--- src/rtl/uart_tx_arbiter_if.sv ---
// uart_tx_arbiter_if
//   Bundles the requester-side and transmitter-side signals of the
//   uart_tx_arbiter.
//   Requester side:
//     req      - per-requester level request
//     req_data - packed bytes; requester i at [i*DATA_W +: DATA_W]
//     req_ack  - one-cycle pulse when a requester's frame completes
//     req_err  - one-cycle pulse when a requester's frame times out
//   Transmitter side (towards uart_tx):
//     start_tx - one-cycle launch pulse
//     data_tx  - byte, held stable for the whole frame
//     tx_done  - completion pulse from uart_tx
//   Modports: master = arbiter, slave = requesters + transmitter.
interface uart_tx_arbiter_if #(
  parameter int NUM_REQ = 4,
  parameter int DATA_W  = 8
);
  logic [NUM_REQ-1:0]        req;
  logic [NUM_REQ*DATA_W-1:0] req_data;
  logic [NUM_REQ-1:0]        req_ack;
  logic [NUM_REQ-1:0]        req_err;
  logic                      start_tx;
  logic [DATA_W-1:0]         data_tx;
  logic                      tx_done;

  modport master (
    input  req, req_data, tx_done,
    output req_ack, req_err, start_tx, data_tx
  );

  modport slave (
    output req, req_data, tx_done,
    input  req_ack, req_err, start_tx, data_tx
  );
endinterface

--- src/rtl/uart_tx_arbiter.sv ---
// uart_tx_arbiter
//   Round-robin arbiter/sequencer sharing one uart_tx between NUM_REQ byte
//   requesters, with a watchdog that recovers from a transmitter that never
//   reports tx_done.
//   Ports:
//     clk          - system clock, rising edge
//     rst_n        - asynchronous active-low reset
//     bus          - uart_tx_arbiter_if.master (req/ack/err and uart_tx side)
//     timeout_clr  - synchronous clear of timeout_flag (a new timeout wins)
//     busy         - high whenever the FSM is not IDLE
//     grant_id     - index of the current or last granted requester
//     timeout_flag - sticky, set on any timeout
//   All outputs are registered.
module uart_tx_arbiter #(
  parameter int NUM_REQ        = 4,
  parameter int DATA_W         = 8,
  parameter int TIMEOUT_CYCLES = 65535,
  parameter int GAP_CYCLES     = 2,
  localparam int IDW           = $clog2(NUM_REQ)
) (
  input  logic                 clk,
  input  logic                 rst_n,
  uart_tx_arbiter_if.master    bus,
  input  logic                 timeout_clr,
  output logic                 busy,
  output logic [IDW-1:0]       grant_id,
  output logic                 timeout_flag
);

  localparam int CNT_W = (TIMEOUT_CYCLES > 2) ? $clog2(TIMEOUT_CYCLES) : 1;
  localparam logic [CNT_W-1:0] CNT_TERM = CNT_W'(TIMEOUT_CYCLES - 1);
  localparam int GAP_W = (GAP_CYCLES > 2) ? $clog2(GAP_CYCLES) : 1;
  localparam logic [GAP_W-1:0] GAP_LAST = GAP_W'((GAP_CYCLES > 0) ? GAP_CYCLES - 1 : 0);
  localparam logic [NUM_REQ-1:0] ONE_HOT0 = NUM_REQ'(1);

  typedef enum logic [1:0] {
    S_IDLE   = 2'd0,
    S_LAUNCH = 2'd1,
    S_WAIT   = 2'd2,
    S_GAP    = 2'd3
  } state_t;

  state_t              state_reg;
  logic [CNT_W-1:0]    cnt_reg;
  logic [GAP_W-1:0]    gap_reg;
  logic [IDW-1:0]      last_grant_reg;
  logic [IDW-1:0]      grant_id_reg;
  logic [DATA_W-1:0]   data_tx_reg;
  logic                start_tx_reg;
  logic [NUM_REQ-1:0]  req_ack_reg;
  logic [NUM_REQ-1:0]  req_err_reg;
  logic                busy_reg;
  logic                timeout_flag_reg;

  // Per-requester view of the packed data bus.
  logic [DATA_W-1:0] req_bytes [NUM_REQ];

  generate
    for (genvar gi = 0; gi < NUM_REQ; gi++) begin : g_unpack
      assign req_bytes[gi] = bus.req_data[gi*DATA_W +: DATA_W];
    end
  endgenerate

  // Round-robin pick: scan offsets NUM_REQ..1 from last_grant so that the
  // smallest offset with a pending request is the one left standing.
  // Offset NUM_REQ is last_grant itself, so a lone requester is still served.
  logic           sel_valid;
  logic [IDW-1:0] sel_idx;
  logic [IDW-1:0] cand;
  int             cand_int;

  always_comb begin
    sel_valid = 1'b0;
    sel_idx   = '0;
    cand      = '0;
    cand_int  = 0;
    for (int k = NUM_REQ; k >= 1; k--) begin
      cand_int = int'(last_grant_reg) + k;
      if (cand_int >= NUM_REQ) cand_int = cand_int - NUM_REQ;
      cand = IDW'(cand_int);
      if (bus.req[cand]) begin
        sel_valid = 1'b1;
        sel_idx   = cand;
      end
    end
  end

  // Single FSM; every output is a register updated alongside the state.
  // Watchdog: cnt_reg is 0 in the first WAIT cycle, so the terminal count is
  // seen on the TIMEOUT_CYCLES-th WAIT cycle and req_err is visible the cycle
  // after, exactly like req_ack follows tx_done.
  always_ff @(posedge clk or negedge rst_n) begin
    if (!rst_n) begin
      state_reg        <= S_IDLE;
      cnt_reg          <= '0;
      gap_reg          <= '0;
      last_grant_reg   <= IDW'(NUM_REQ - 1);
      grant_id_reg     <= '0;
      data_tx_reg      <= '0;
      start_tx_reg     <= 1'b0;
      req_ack_reg      <= '0;
      req_err_reg      <= '0;
      busy_reg         <= 1'b0;
      timeout_flag_reg <= 1'b0;
    end else begin
      start_tx_reg <= 1'b0;
      req_ack_reg  <= '0;
      req_err_reg  <= '0;
      // A timeout set later in this block overrides this clear.
      if (timeout_clr) timeout_flag_reg <= 1'b0;

      case (state_reg)
        S_IDLE: begin
          if (sel_valid) begin
            grant_id_reg <= sel_idx;
            data_tx_reg  <= req_bytes[sel_idx];
            start_tx_reg <= 1'b1;
            busy_reg     <= 1'b1;
            state_reg    <= S_LAUNCH;
          end
        end

        S_LAUNCH: begin
          cnt_reg   <= '0;
          state_reg <= S_WAIT;
        end

        S_WAIT: begin
          if (bus.tx_done || (cnt_reg == CNT_TERM)) begin
            // Done takes priority over a simultaneous terminal count.
            if (bus.tx_done) begin
              req_ack_reg <= ONE_HOT0 << grant_id_reg;
            end else begin
              req_err_reg      <= ONE_HOT0 << grant_id_reg;
              timeout_flag_reg <= 1'b1;
            end
            last_grant_reg <= grant_id_reg;
            gap_reg        <= '0;
            if (GAP_CYCLES == 0) begin
              state_reg <= S_IDLE;
              busy_reg  <= 1'b0;
            end else begin
              state_reg <= S_GAP;
            end
          end else if (cnt_reg != '1) begin
            cnt_reg <= cnt_reg + CNT_W'(1);
          end
        end

        S_GAP: begin
          if (gap_reg == GAP_LAST) begin
            state_reg <= S_IDLE;
            busy_reg  <= 1'b0;
          end else begin
            gap_reg <= gap_reg + GAP_W'(1);
          end
        end

        default: begin
          state_reg <= S_IDLE;
          busy_reg  <= 1'b0;
        end
      endcase
    end
  end

  assign bus.start_tx = start_tx_reg;
  assign bus.data_tx  = data_tx_reg;
  assign bus.req_ack  = req_ack_reg;
  assign bus.req_err  = req_err_reg;
  assign busy         = busy_reg;
  assign grant_id     = grant_id_reg;
  assign timeout_flag = timeout_flag_reg;

endmodule

--- src/flat_wrapper.sv ---
// flat-port wrapper written by rule: the top's interface ports become plain ports
module uart_tx_arbiter_flat 
#(
  parameter int NUM_REQ        = 4,
  parameter int DATA_W         = 8,
  parameter int TIMEOUT_CYCLES = 65535,
  parameter int GAP_CYCLES     = 2,
  localparam int IDW           = $clog2(NUM_REQ)
)
  (clk, rst_n, timeout_clr, busy, grant_id, timeout_flag, bus_req, bus_req_data, bus_tx_done, bus_req_ack, bus_req_err, bus_start_tx, bus_data_tx);
  uart_tx_arbiter_if #(.NUM_REQ(NUM_REQ), .DATA_W(DATA_W)) bus_i ();
  input  logic clk;
  input  logic rst_n;
  input  logic timeout_clr;
  output logic busy;
  output logic [IDW-1:0] grant_id;
  output logic timeout_flag;
  input wire logic [$bits(bus_i.req)-1:0] bus_req;
  input wire logic [$bits(bus_i.req_data)-1:0] bus_req_data;
  input wire logic [$bits(bus_i.tx_done)-1:0] bus_tx_done;
  output wire logic [$bits(bus_i.req_ack)-1:0] bus_req_ack;
  output wire logic [$bits(bus_i.req_err)-1:0] bus_req_err;
  output wire logic [$bits(bus_i.start_tx)-1:0] bus_start_tx;
  output wire logic [$bits(bus_i.data_tx)-1:0] bus_data_tx;
  assign bus_i.req = bus_req;
  assign bus_i.req_data = bus_req_data;
  assign bus_i.tx_done = bus_tx_done;
  assign bus_req_ack = bus_i.req_ack;
  assign bus_req_err = bus_i.req_err;
  assign bus_start_tx = bus_i.start_tx;
  assign bus_data_tx = bus_i.data_tx;
  uart_tx_arbiter #(.NUM_REQ(NUM_REQ), .DATA_W(DATA_W), .TIMEOUT_CYCLES(TIMEOUT_CYCLES), .GAP_CYCLES(GAP_CYCLES)) u_core (.clk(clk), .rst_n(rst_n), .bus(bus_i), .timeout_clr(timeout_clr), .busy(busy), .grant_id(grant_id), .timeout_flag(timeout_flag));
endmodule
--- config.mk ---
export PLATFORM = sky130hd
export DESIGN_NAME = uart_tx_arbiter_flat
export DESIGN_NICKNAME = d
export VERILOG_FILES = /design/src/rtl/uart_tx_arbiter_if.sv /design/src/rtl/uart_tx_arbiter.sv /design/src/flat_wrapper.sv
export SDC_FILE = /design/constraint.sdc
export NUM_CORES = 1
export LEC_CHECK = 0
export ABC_AREA = 1
export CORE_ASPECT_RATIO = 2
export CORE_MARGIN = 2
export CORE_UTILIZATION = 45
export DETAILED_ROUTE_END_ITERATION = 7
export HOLD_SLACK_MARGIN = 0.05
export PLACE_DENSITY = 0.76
export RECOVER_POWER = 100
export SLEW_MARGIN = 25
export SYNTH_ARGS = -nofsm -noshare
export SYNTH_HDL_FRONTEND = slang
export SYNTH_SLANG_ARGS = --single-unit
--- constraint.sdc ---
create_clock -name clk -period 1.8 [get_ports clk]
set_input_delay 0.36 -clock clk [delete_from_list [all_inputs] [get_ports clk]]
set_output_delay 0.36 -clock clk [all_outputs]
set_load 0.03 [all_outputs]
# Word level (Yosys, flattened, before mapping)
# Cells that the tools add are included.
# totals
wordCells,101
input_bits,40
register_bits,42
# op_classes
shifts,1
addsub,10
n_mux,48
n_lt_le_gt_ge,9
reduce_logical,11
n_bitwise,1
eq_ne,10
# op_table
cell,count
16-bit 2-to-1 mux,2
16-bit one-hot mux with 2 select lines,1
4-bit 2-to-1 mux,6
2-bit 2-to-1 mux,11
1-bit 2-to-1 mux,18
16-bit by 1-bit adder with 16-bit output (second input constant),1
8-bit binary-select mux with 2-bit select,1
16-bit equality test (second input constant),1
8-bit 2-to-1 mux,2
16-bit inequality test (second input constant),1
3-bit >= comparator (second input constant),4
2-bit by 3-bit < comparator with 1-bit output (second input constant),4
3-bit AND reduction,3
1-bit binary-select mux with 2-bit select,4
2-bit by 1-bit inequality test with 1-bit output (second input constant),4
2-bit one-hot mux with 4 select lines,1
2-bit by 1-bit subtractor with 2-bit output (second input constant),4
2-bit by 2-bit adder with 3-bit output (second input constant),2
2-bit AND reduction,3
2-bit nonzero test,3
2-bit by 3-bit adder with 4-bit output (second input constant),1
2-bit equality test (second input constant),2
4-bit by 3-bit >= comparator with 1-bit output (second input constant),1
1-bit one-hot mux with 2 select lines,2
8 further kinds,8

# Logic depth before layout (Yosys ltp)
# depth
depth_word,13
mapped_depth,15
depth_no_buf,14

# Worst setup path after synthesis
# No wires, ideal clock.
# synth_timing
path_kind,reg2reg
startpoint,register u_core.last_grant_reg[0]
endpoint,"register u_core.data_tx_reg[0], in the netlist u_core.bus.data_tx[0]"
setup_slack_ns,0.106
setup_time_ns,0.117
required_ns,1.683
path_buffers,2
arrival_ns,1.577
period_less_slack_ns,1.694
stages_incl_launch_ff,16
path_cell_list,dfstp_2 -> buf_6 -> inv_8 -> nand2_1 -> nand2_2 -> nand2_2 -> nand2_2 -> inv_2 -> nand2_2 -> nand2_4 -> nand2_4 -> buf_6 -> nand2_2 -> nand3_1 -> nand3_1 -> nand2_1
# synth_via
elab_chain_cells,13
word_cells_on_any_way,37
# synth_lines
element,line_no,rtl
from (decl),uart_tx_arbiter.sv:46,logic [IDW-1:0] last_grant_reg;
from (signal assigned),uart_tx_arbiter.sv:97,last_grant_reg <= IDW'(NUM_REQ - 1);
from (signal assigned),uart_tx_arbiter.sv:137,last_grant_reg <= grant_id_reg;
2-bit by 3-bit adder with 4-bit output,uart_tx_arbiter.sv:78,cand_int = int'(last_grant_reg) + k;
4-bit by 3-bit >= comparator with 1-bit output / 2-bit by 1-bit subtractor with 2-bit output (equally long branches),uart_tx_arbiter.sv:79,if (cand_int >= NUM_REQ) cand_int = cand_int - NUM_REQ;
2-bit 2-to-1 mux,uart_tx_arbiter.sv:79,
1-bit binary-select mux with 2-bit select,uart_tx_arbiter.sv:81,if (bus.req[cand]) begin
1-bit 2-to-1 mux (not written as such),uart_tx_arbiter.sv:81,
2-bit 2-to-1 mux (4 in series),uart_tx_arbiter.sv:81,
2-bit inverter with 3-bit output (not written as such),uart_tx_arbiter.sv:116,data_tx_reg <= req_bytes[sel_idx];
8-bit binary-select mux with 2-bit select,uart_tx_arbiter.sv:116,
8-bit 2-to-1 mux (not written as such) (2 in series),uart_tx_arbiter.sv:116,
to (signal assigned),uart_tx_arbiter.sv:116,
to (decl),uart_tx_arbiter.sv:48,logic [DATA_W-1:0] data_tx_reg;
# Several ways; a longest one is shown, not always the timed one. The select of a mux whose other input is x is not followed.
# A chain may end at the register's enable or synchronous reset.

# Final worst setup path
# Ends and elaborated chain as after synthesis.

==> run summary <==
Num CTS Buffers -> 5
worst vdd ir -> 1850 uV
unrepaired setup endpoints after global routing -> true
Yosys cell types -> 39
Die Span Y -> 112 microns
DR vias -> 2649
area share of the leading cell type in the synthesized netlist -> 0.380
Max Clk Rate -> 0.514 GHz
leakage -> 0.00181 uW
Final Worst Setup Slack -> -0.147 ns
Post-Synth Adder-Cell Area -> 0.0238
fraction of power consumed by combinational cells -> 0.679
Synth Area per Inst -> 7.81 sq um
simple-gate share of the synthesized area -> 0.373
Synth Area in Compound Gates -> 0.0804
Final period util -> 1.08
WL per Instance -> 15.8 microns
final-report max-slew violation count -> 0
Top FF cell, synth -> dfrtp_1
pin count of the biggest net entering global routing -> 21
Clk network pwr share -> 0.126
met2 wire len -> 4520 microns
CP startpoint kind -> flip-flop
Crit path required time -> 1.97 ns
Slew headroom -> 0.295
# Max-Cap Violations -> 0
Die X -> 58.1 microns
Crit Path Category -> reg2reg
DP Wirelength -> 5280 microns
CTS sink cnt -> 42
setup tns final -> -1.00 ns
first-pass GRT wire length -> 11300 microns
register bit count reported by yosys -> 42
syn nets -> 382
share of post-route cells with drive strength above 1 -> 0.286
HP Class -> reg2reg
DRT iter0 DRCs -> 106
total wire length -> 7880 microns
Final Critical Period -> 1.95 ns
antenna cell count -> 0
failing checks -> setup timing
fin nets -> 481
Top Ports -> 61
Slew @ Worst Pin -> 1.06 ns
Finish-stage setup viols -> 10
row count -> 39
CORE AREA -> 0.00566 sq mm
Clk Latency, worst-skew pair -> 0.29 ns
overall routing resource usage -> 0.225
arrival time at the worst endpoint -> 2.12 ns
ys async rst share -> 1.00
number of global-route vias before repair -> 2655
combinational family with the most area after synthesis -> simple AND/OR/NAND/NOR gates
clk slew on worst S/H paths -> 0.06 ns
Residual DRC -> 0
Top Metal Used -> met4
Max FO, Critical Path -> 8
Post-synth EDFFs -> 0
Final Hold Fails -> 0
Pre-antenna DRT Iters -> 4
number of port buffers -> 60
status -> finished with violations
CTS tree -> done
Post-Syn Area -> 0.00263 sq mm
Starting Density -> 0.465
clk_skew -> 0.00733 ns
post-synthesis sequential area ratio -> 0.400
Pint -> 3750 uW
post-synthesis xor/xnor area fraction -> 0.0366
Setup crit end kind -> flip-flop
fin util -> 0.692
wire length on met3 -> 358 microns
top area cells in the synthesized netlist -> dfrtp_1, nand2_1, nand3_1
Switch Pwr -> 3490 uW
global route overflow -> 0
gpl congestion -> 0.953
Syn-to-layout area delta -> 48.8%
sequential power share -> 0.195
Clock Tree Root -> clkbuf_16
die area -> 0.00651 sq mm
antenna violations before repair -> 0
Synth area leader -> dfrtp_1
H-tree Lvls -> 2
wl on met1 -> 2700 microns
CTS Buffer Depth -> 2
mux cell area share after synthesis -> 0
cell area power density -> 1850 mW/mm^2
yosys warns -> 0
vias per cell -> 5.32
DRT antenna net count -> 0
max reg flops -> 16
Syn Inst Count -> 337
switching share of power -> 0.482
## repair_timing
action | CTS | global route
endpoints found under the setup margin | 10 | 16
setup buffers | 6 | 6
gates cloned | 1 | 1
gates resized for setup | 30 | 45
hold buffers | 1 | 0
hold endpoints to repair | 18 | 0
pin swaps | 23 | 27
## power groups by stage
| stage | clock network [uW] | logic [uW] | registers [uW] |
|---|---|---|---|
| CTS | 925 | 4270 | 1400 |
| global placement | 0 | 3670 | 1420 |
| detailed placement | 0 | 3730 | 1430 |
| global route | 964 | 5310 | 1430 |
| floorplan | 0 | 2370 | 1650 |
| finish | 912 | 4910 | 1410 |
## layout make-up
cell class	count	area, sq um
fillers	421	1740
multi-input cells	253	1550
flip-flops and latches	42	1050
repair buffers	100	935
inverters	34	148
clock buffers	5	125
well taps	61	76.3
clock inverters	3	25.0
## metrics by stage
step	hold slack (ns)	setup WS [ns]	total power, uW	cells	area, sq um
5_1_grt	0.490	-0.204	7700	498	3920
3_5_place_dp	0.328	-0.257	5160	476	3430
4_1_cts	0.475	-0.0486	6600	492	3740
3_3_place_gp	0.326	-0.199	5090	476	3430
6_report	0.469	-0.147	7240	498	3920
2_1_floorplan	0.0644	0.106	4010	337	2630
## layer usage
layer,track usage,vias to the layer above
met5,0,-
met4,0.110,0
met3,0.0403,25
met2,0.460,91
met1,0.189,1234
li1,-,1299
## layout by cell type (no fill, tap or decap), types with 11 or more instances in the layout
cell	instances
clkdlybuf4s50_1	42
nor2_1	30
dfrtp_1	40
dlygate4sd3_1	16
inv_1	25
buf_4	26
nand3_1	29
nand2_2	31
nand2_1	67
o31ai_1	11
nand3_2	16
## cell usage after synthesis (5+ instances only)
master	count
inv_2	5
o31ai_1	12
nand3_1	45
ha_1	5
buf_6	5
inv_1	27
nand2_1	87
dfrtp_1	40
nand4_1	5
nand2_2	18
nor2_1	30
xor2_1	8
o21ai_0	10
## logic make-up (layout without fill, tap and decap cells)
group | Yosys count | count (layout)
AOI/OAI and AO/OA | 32 | 32
xor gates and xnor gates | 11 | 11
adders and majority gates | 5 | 5
buffers and inverters | 43 | 142
DFF | 42 | 42
and+or+nand+nor | 204 | 205
## critical path, cell delays in order (launching register included)
cell and delay, ns:
dfstp_2 0.61, buf_6 0.16, o21ai_4 0.07, nand2_2 0.08
nand2_2 0.05, nand2_2 0.10, nand2_2 0.08, nand2_4 0.13
nand2_8 0.10, buf_4 0.15, nand2_2 0.06, nand3_1 0.09
nand3_2 0.09, nand2_2 0.06
## path summary, 6_finish.rpt
check	start	end	slack, ns	depth (start not counted)
worst min-delay path	u_core.bus.data_tx[7]	u_core.bus.data_tx[7]	0.47	2
max in group asynchronous	rst_n	u_core.last_grant_reg[1]	0.20	3
worst max-delay path	u_core.last_grant_reg[0]	u_core.bus.data_tx[0]	-0.15	13
worst min register to register	u_core.bus.data_tx[7]	u_core.bus.data_tx[7]	0.47	2
worst max register to register	u_core.last_grant_reg[0]	u_core.bus.data_tx[0]	-0.15	13
min in group asynchronous	rst_n	u_core.bus.data_tx[5]	0.77	2
Note: power is estimated with default switching activity, not from simulation.
